## config.mk

```make
export PLATFORM = sky130hd
export DESIGN_NAME = rv32e_writeback
export DESIGN_NICKNAME = d
export VERILOG_FILES = /design/src/rtl/rv32e_writeback.sv
export SDC_FILE = /design/constraint.sdc
export NUM_CORES = 1
export LEC_CHECK = 0
export CAP_MARGIN = 20
export CORE_MARGIN = 2
export CORE_UTILIZATION = 41
export DETAILED_ROUTE_END_ITERATION = 10
export PLACE_DENSITY = 0.81
export SLEW_MARGIN = 15
export SYNTH_ARGS = -nofsm -noshare
export SYNTH_HDL_FRONTEND = slang
export SYNTH_SLANG_ARGS = --single-unit
```

## constraint.sdc

```tcl
create_clock -name clk -period 2.25 [get_ports clk]
set_input_delay 0.225 -clock clk [delete_from_list [all_inputs] [get_ports clk]]
set_output_delay 0.225 -clock clk [all_outputs]
set_load 0.02 [all_outputs]
```

## src/rtl/rv32e_writeback.sv

```systemverilog
// rv32e_writeback: merges ALU/LSU results onto the regfile write port with starvation-bounded arbitration and a long-op scoreboard
module rv32e_writeback #(
  parameter int STARVE_MAX = 4
) (
  input  logic        clk,
  input  logic        rst,
  input  logic        alu_valid,
  output logic        alu_ready,
  input  logic [3:0]  alu_rd,
  input  logic [31:0] alu_data,
  input  logic        lsu_valid,
  output logic        lsu_ready,
  input  logic [3:0]  lsu_rd,
  input  logic [31:0] lsu_data,
  input  logic        iss_valid,
  input  logic        iss_long,
  input  logic [3:0]  iss_rd,
  input  logic [3:0]  iss_rs1,
  input  logic [3:0]  iss_rs2,
  output logic        iss_ready,
  output logic [15:0] busy,
  output logic        wb_we,
  output logic [3:0]  wb_rd,
  output logic [31:0] wb_data
);
  localparam int CW = $clog2(STARVE_MAX + 1);
  localparam logic [CW-1:0] SMAX = CW'(STARVE_MAX);
  typedef enum logic {ALU_PRI, LSU_FORCE} state_e;
  state_e state_q, state_d;
  logic [CW-1:0] cnt_q, cnt_d;
  logic [15:0] busy_q, busy_d, set_v, clr_v;
  logic lsu_starve, alu_acc, lsu_acc;
  always_ff @(posedge clk) begin
    if (rst) begin
      state_q <= ALU_PRI;
      cnt_q <= '0;
    end else begin
      state_q <= state_d;
      cnt_q <= cnt_d;
    end
  end
  // The LSU is forced in on the cycle right after its STARVE_MAX-th loss.
  always_comb begin
    lsu_starve = lsu_valid & ~lsu_ready;
    cnt_d = lsu_starve ? ((cnt_q == SMAX) ? cnt_q : cnt_q + CW'(1)) : '0;
    state_d = (state_q == ALU_PRI && lsu_starve && cnt_d == SMAX) ? LSU_FORCE : ALU_PRI;
  end
  always_comb begin
    alu_ready = (state_q == ALU_PRI) & alu_valid;
    lsu_ready = lsu_valid & ((state_q == LSU_FORCE) | ~alu_valid);
  end
  assign alu_acc = alu_valid & alu_ready;
  assign lsu_acc = lsu_valid & lsu_ready;
  assign iss_ready = ~busy_q[iss_rs1] & ~busy_q[iss_rs2] & ~busy_q[iss_rd];
  // Set after clear so a same-cycle reissue of rd keeps it busy.
  always_comb begin
    set_v = (iss_valid & iss_ready & iss_long) ? (16'd1 << iss_rd) : '0;
    clr_v = lsu_acc ? (16'd1 << lsu_rd) : '0;
    busy_d = ((busy_q & ~clr_v) | set_v) & 16'hFFFE;
  end
  always_ff @(posedge clk) begin
    if (rst) begin
      busy_q <= '0;
      wb_we <= 1'b0;
      wb_rd <= '0;
      wb_data <= '0;
    end else begin
      busy_q <= busy_d;
      wb_we <= (lsu_acc & (lsu_rd != 4'd0)) | (alu_acc & (alu_rd != 4'd0));
      if (lsu_acc) begin
        wb_rd <= lsu_rd;
        wb_data <= lsu_data;
      end else if (alu_acc) begin
        wb_rd <= alu_rd;
        wb_data <= alu_data;
      end
    end
  end
  assign busy = busy_q;
endmodule

```

# After elaboration in Yosys (flattened, before gate mapping)
# Index checks and enable logic that the tools add are counted.
# W data, S select, Z words.
[word_totals]
regBits = 57
input_bits = 90
out_inout_bits = 56
wordCells = 57
[op_classes]
n_addsub = 1
magnitude_cmp = 3
n_eq_ne = 2
n_shift = 2
mux = 15
bitwise_logic = 22
reduce_logical = 5
[ops]
columns = ["operator", "count"]
rows = [
  ["$mux W32", 2],
  ["$mux W16", 2],
  ["$shl A1 B4 Y16 const A", 2],
  ["$and A16 B16 Y16", 1],
  ["$not A16 Y16", 1],
  ["$or A16 B16 Y16", 1],
  ["$lt A4 B5 Y1 const B", 3],
  ["$bmux W1 S4", 3],
  ["$and A1 B1 Y1", 11],
  ["$mux W4", 2],
  ["$reduce_bool A4 Y1", 2],
  ["$eq A3 B3 Y1 const B", 2],
  ["$mux W3", 2],
  ["$not A1 Y1", 6],
  ["$mux W1", 4],
  ["$add A3 B1 Y3 const B", 1],
  ["$logic_and A1 B1 Y1", 2],
  ["$or A1 B1 Y1", 2],
  ["$reduce_bool A2 Y1", 1],
]

# Logic depth before layout (Yosys ltp)
[depth]
depth_word = 9
mapped_depth = 7
depth_no_buf = 6

# Worst setup path after synthesis
# OpenSTA, ideal clock, no wires.
[synth_path]
path_type = "register to output"
start = "register busy_q[10], in the netlist busy[10]"
end = "output iss_ready"
arrival_time_ns = 1.928
t_required_ns = 2.025
slack_ns = 0.097
path_stages_with_launch = 7
path_buffers = 1
cell_sequence = "dfxtp_1 -> mux4_1 -> o22ai_1 -> o22ai_1 -> or3_1 -> buf_6 -> nor2_1"
[synth_between]
elab_chain_len = 5
word_cells_on_any_way = 11
classes_between = "mux: 6; bitwise: 5"
[synth_lines]
columns = ["item", "line", "source"]
rows = [
  ["from (decl)", "31", "logic [15:0] busy_q, busy_d, set_v, clr_v;"],
  ["from (signal assigned)", "68", "busy_q <= busy_d;"],
  ["$bmux W1 S4", "54", "assign iss_ready = ~busy_q[iss_rs1] & ~busy_q[iss_rs2] & ~busy_q[iss_rd];"],
  ["$mux W1 (not written as such)", "54", ""],
  ["$not A1 Y1", "54", ""],
  ["$and A1 B1 Y1", "54", ""],
  ["$and A1 B1 Y1 *", "54", ""],
  ["to (decl)", "20", "output logic iss_ready,"],
]
# Every way passes the cells marked *; elsewhere a longest branch is shown, timed or not. The select of a mux whose other input is x is not followed.

# Worst setup path after layout
# Ends and elaborated chain as after synthesis.

==> reports/qor.csv <==
stage;metric;value;unit
route;drt_iter0_markers;140;
logic_synthesis;synth_top_family_by_area;multiplexers;
floorplan;pin_count;146;
critical_path;critPathMaxFanout;4;
critical_path;cp_slowest_cell;mux4_2;
cells_and_area;seq_area;1120;um2
run_status;status;finished with violations;
logic_synthesis;seq_area_frac_synth;37.3;%
logic_synthesis;synth_simple_gate_area_share;18.0;%
grt;overflow;0;
clock_tree;clock-root-buffer;clkbuf_8;
logic_synthesis;synth.avg_cell_area;9.26;um2
run_status;violations;setup timing;
floorplan;core;7180;um2
critical_path;cp_num_buf_inv;1;
placement;finalWeightedCongestion;0.897;
timing;skew;0.0102;ns
critical_path;cpMostUsedCell;o22ai_2;
placement;io_buffers;144;
cells_and_area;syn_to_final_growth;61.3;%
clock_tree;numCtsBuffers;5;
logic_synthesis;syn_inst;324;
clock_tree;path_clk_slew;0.09;ns
cells_and_area;diodes;0;
timing;period_share;100;%
timing;rsz0062_at_grt;yes;
logic_synthesis;ys.flop_type;dfxtp_1;
timing;final-hold-violation-count;0;
power_and_ir_drop;pwr-share-seq;47.5;%
logic_synthesis;yosysWarningCount;0;
logic_synthesis;synth_compound_area_share;18.5;%
clock_tree;insertion_delay;0.31;ns
grt;antenna_found_initial;0;
grt;grt_use_total;23.7;%
route;ant_nets;0;
floorplan;fp.dieH;89.6;um
floorplan;die-width;89.6;um
cells_and_area;multi_input_area;1780;um2
timing;max_slew_margin;62.4;%
power_and_ir_drop;p_sw;0.649;mW
timing;worstMarginPinSlew;0.563;ns
logic_synthesis;muxShareOfSynthArea;20.6;%
cells_and_area;nets;578;
min_path;hold_class;primary input to flop;
route;dr.pass1.iters;4;
logic_synthesis;synth_fa_ha_area_share;0.834;%
timing;fmax;442;MHz
cells_and_area;fin_area;4840;um2
clock_tree;clock_path_buffers;2;
critical_path;critical_path_class;flop to output port;
power_and_ir_drop;p_comb_share;28.3;%
timing;fin_ws;-0.0108;ns
cells_and_area;fillers;572;
power_and_ir_drop;leakage;1.91;nW
timing;finalSetupViolations;1;
logic_synthesis;ys_types;40;
logic_synthesis;synth_area;3000;um2
placement;dp_hpwl;7420;um
route;wirelength;9500;um
clock_tree;cts_max_level;2;
critical_path;start_kind;flop;
floorplan;row_count;31;
route;vias;3127;
power_and_ir_drop;power_frac_clock;24.2;%
grt;grt_pass1_wl;14800;um
critical_path;worstPathArrival;2.04;ns
logic_synthesis;synth_edf_count;0;
critical_path;cp_top_family;simple AND/OR/NAND/NOR gates;
logic_synthesis;async_reset_ff_share;0;%
logic_synthesis;syn-num-nets;416;
clock_tree;clock_sinks;56;
grt;first_global_vias;3060;
logic_synthesis;synth_xor_area_share;0.292;%
power_and_ir_drop;power.density;467;nW/um2
power_and_ir_drop;switching_share;28.7;%
power_and_ir_drop;ir_drop;331;uV
flow_run;cap_violations;0;
critical_path;critical_path_required;2.03;ns
timing;fin_crit;2.26;ns
critical_path;end_kind;output port;
power_and_ir_drop;totalPowerFinal;2.26;mW
grt;grt_start_max_net_pins;49;
critical_path;slowest_delay;0.47;ns
route;avgViaCountPerCell;5.34;
placement;placed_area;4720;um2
route;routedWlPerCell;16.2;um
power_and_ir_drop;p_int;1.61;mW
clock_tree;tritoncts;done;
timing;final_max_slew_viol_count;0;
floorplan;dieArea;8020;um2
cells_and_area;drive_gt1_share;14.8;%
route;route.detailed.drc;0;
floorplan;start_util;41.8;%
critical_path;crit_chain;mux4_2, o22ai_2, o22ai_2, or3_4, nor2_4, buf_6;
logic_synthesis;ys_ff_latch;56;
## cells by family after synthesis
kind of cell | Yosys count
and+or+nand+nor | 111
AOI/OAI and AO/OA | 72
DFF | 56
muxes | 51
buffers and inverters | 30
adders and majority gates | 2
other | 1
xor gates and xnor gates | 1
## tightest hold or removal path, cell delays in order
cell and delay [ns]:
buf_2 0.14, nand3_1 0.09, o311ai_0 0.11, o31ai_1 0.08
## layout make-up
| type | count | area share, % |
|---|---|---|
| Timing Repair Buffer | 181 | 35.3 |
| Multi-Input combinational cell | 238 | 36.8 |
| Inverter | 4 | 0.310 |
| Clock buffer | 6 | 1.50 |
| Clock inverter | 2 | 0.336 |
| Tap cell | 99 | 2.56 |
| Sequential cell | 56 | 23.2 |
## cell usage in the layout (no fill, tap or decap), types with 8 or more instances in the layout
master,Yosys,final
nand3_1,21,21
o31ai_1,11,11
buf_4,1,37
dfxtp_1,56,53
a211oi_1,35,35
mux2i_1,36,36
nand2_1,15,15
mux2_2,8,8
clkdlybuf4s50_1,0,136
nor2_1,41,40
## sequential cells by signal, summed over array words and instances, names as in the netlist
| name | flops |
|---|---|
| busy | 15 |
| cnt_q | 3 |
| state_q | 1 |
| wb_data | 32 |
| wb_rd | 4 |
| wb_we | 1 |
## path summary, 6_finish.rpt
check	from	end	slack, ns	cells after the start
setup / recovery	busy[10]	iss_ready	-0.01	6
hold / removal	lsu_valid	busy[7]	0.37	4
setup reg to reg	busy[10]	busy[1]	0.06	7
hold reg to reg	cnt_q[2]	cnt_q[2]	0.53	2
## power groups by stage
stage                     logic (mW)  registers, mW  clock network, mW
after floorplan                0.214           1.16                  0
after global placement         0.618           1.10                  0
after detailed placement       0.628           1.10                  0
after CTS                      0.633           1.08              0.565
after global routing           0.684           1.08              0.604
final                          0.640           1.07              0.547
## repair_timing
| action | 4_1_cts | 5_1_grt |
|---|---|---|
| pin swaps | 2 | 2 |
| endpoints found under the setup margin | 1 | 1 |
| hold buffers | 0 | 0 |
| resized for setup | 20 | 5 |
| setup buffers | 1 | 0 |
## synthesized netlist by cell type (2+ instances only)
cell	number	area [um2]
inv_1	4	15.0
nand3_1	21	105
dfxtp_1	56	1120
nand2_1	15	56.3
and3_1	4	25.0
and2_1	2	12.5
nor2_1	41	154
o22ai_1	3	18.8
nor3b_1	2	15.0
mux2_2	8	90.1
a21o_1	2	15.0
nor3_1	4	20.0
nor2b_1	7	43.8
buf_2	3	15.0
o211ai_1	4	30.0
mux4_2	4	90.1
buf_1	5	18.8
ha_1	2	25.0
mux4_1	3	78.8
a221oi_1	3	26.3
o41ai_1	4	35.0
o21ai_0	4	20.0
nand2b_1	4	25.0
nand3b_1	6	45.0
o311ai_0	3	26.3
clkbuf_1	16	60.1
a211oi_1	35	263
mux2i_1	36	360
a21oi_1	2	10.0
o31ai_1	11	82.6
## through the flow
stage	setup slack [ns]	instances	TNS [ns]	utilization, %	hold WS (ns)
global route	-0.0634	586	-0.0749	67.5	0.407
detailed placement	-0.691	577	-3.31	65.8	0.519
finish	-0.0108	586	-0.0108	67.5	0.372
global placement	-0.633	577	-2.38	65.8	0.504
floorplan	0.0966	324	0	-	0.398
CTS	-0.0222	586	-0.0222	67.2	0.368
## metal layers
metal | vias up | wire length [um] | GRT usage (%)
li1 | 1532 | - | -
met2 | 138 | 4750 | 41.4
met1 | 1446 | 3810 | 28.6
met4 | 0 | 131 | 5.16
met3 | 11 | 804 | 7.48
met5 | - | 0 | 0
(Power assumes the default switching activity.)
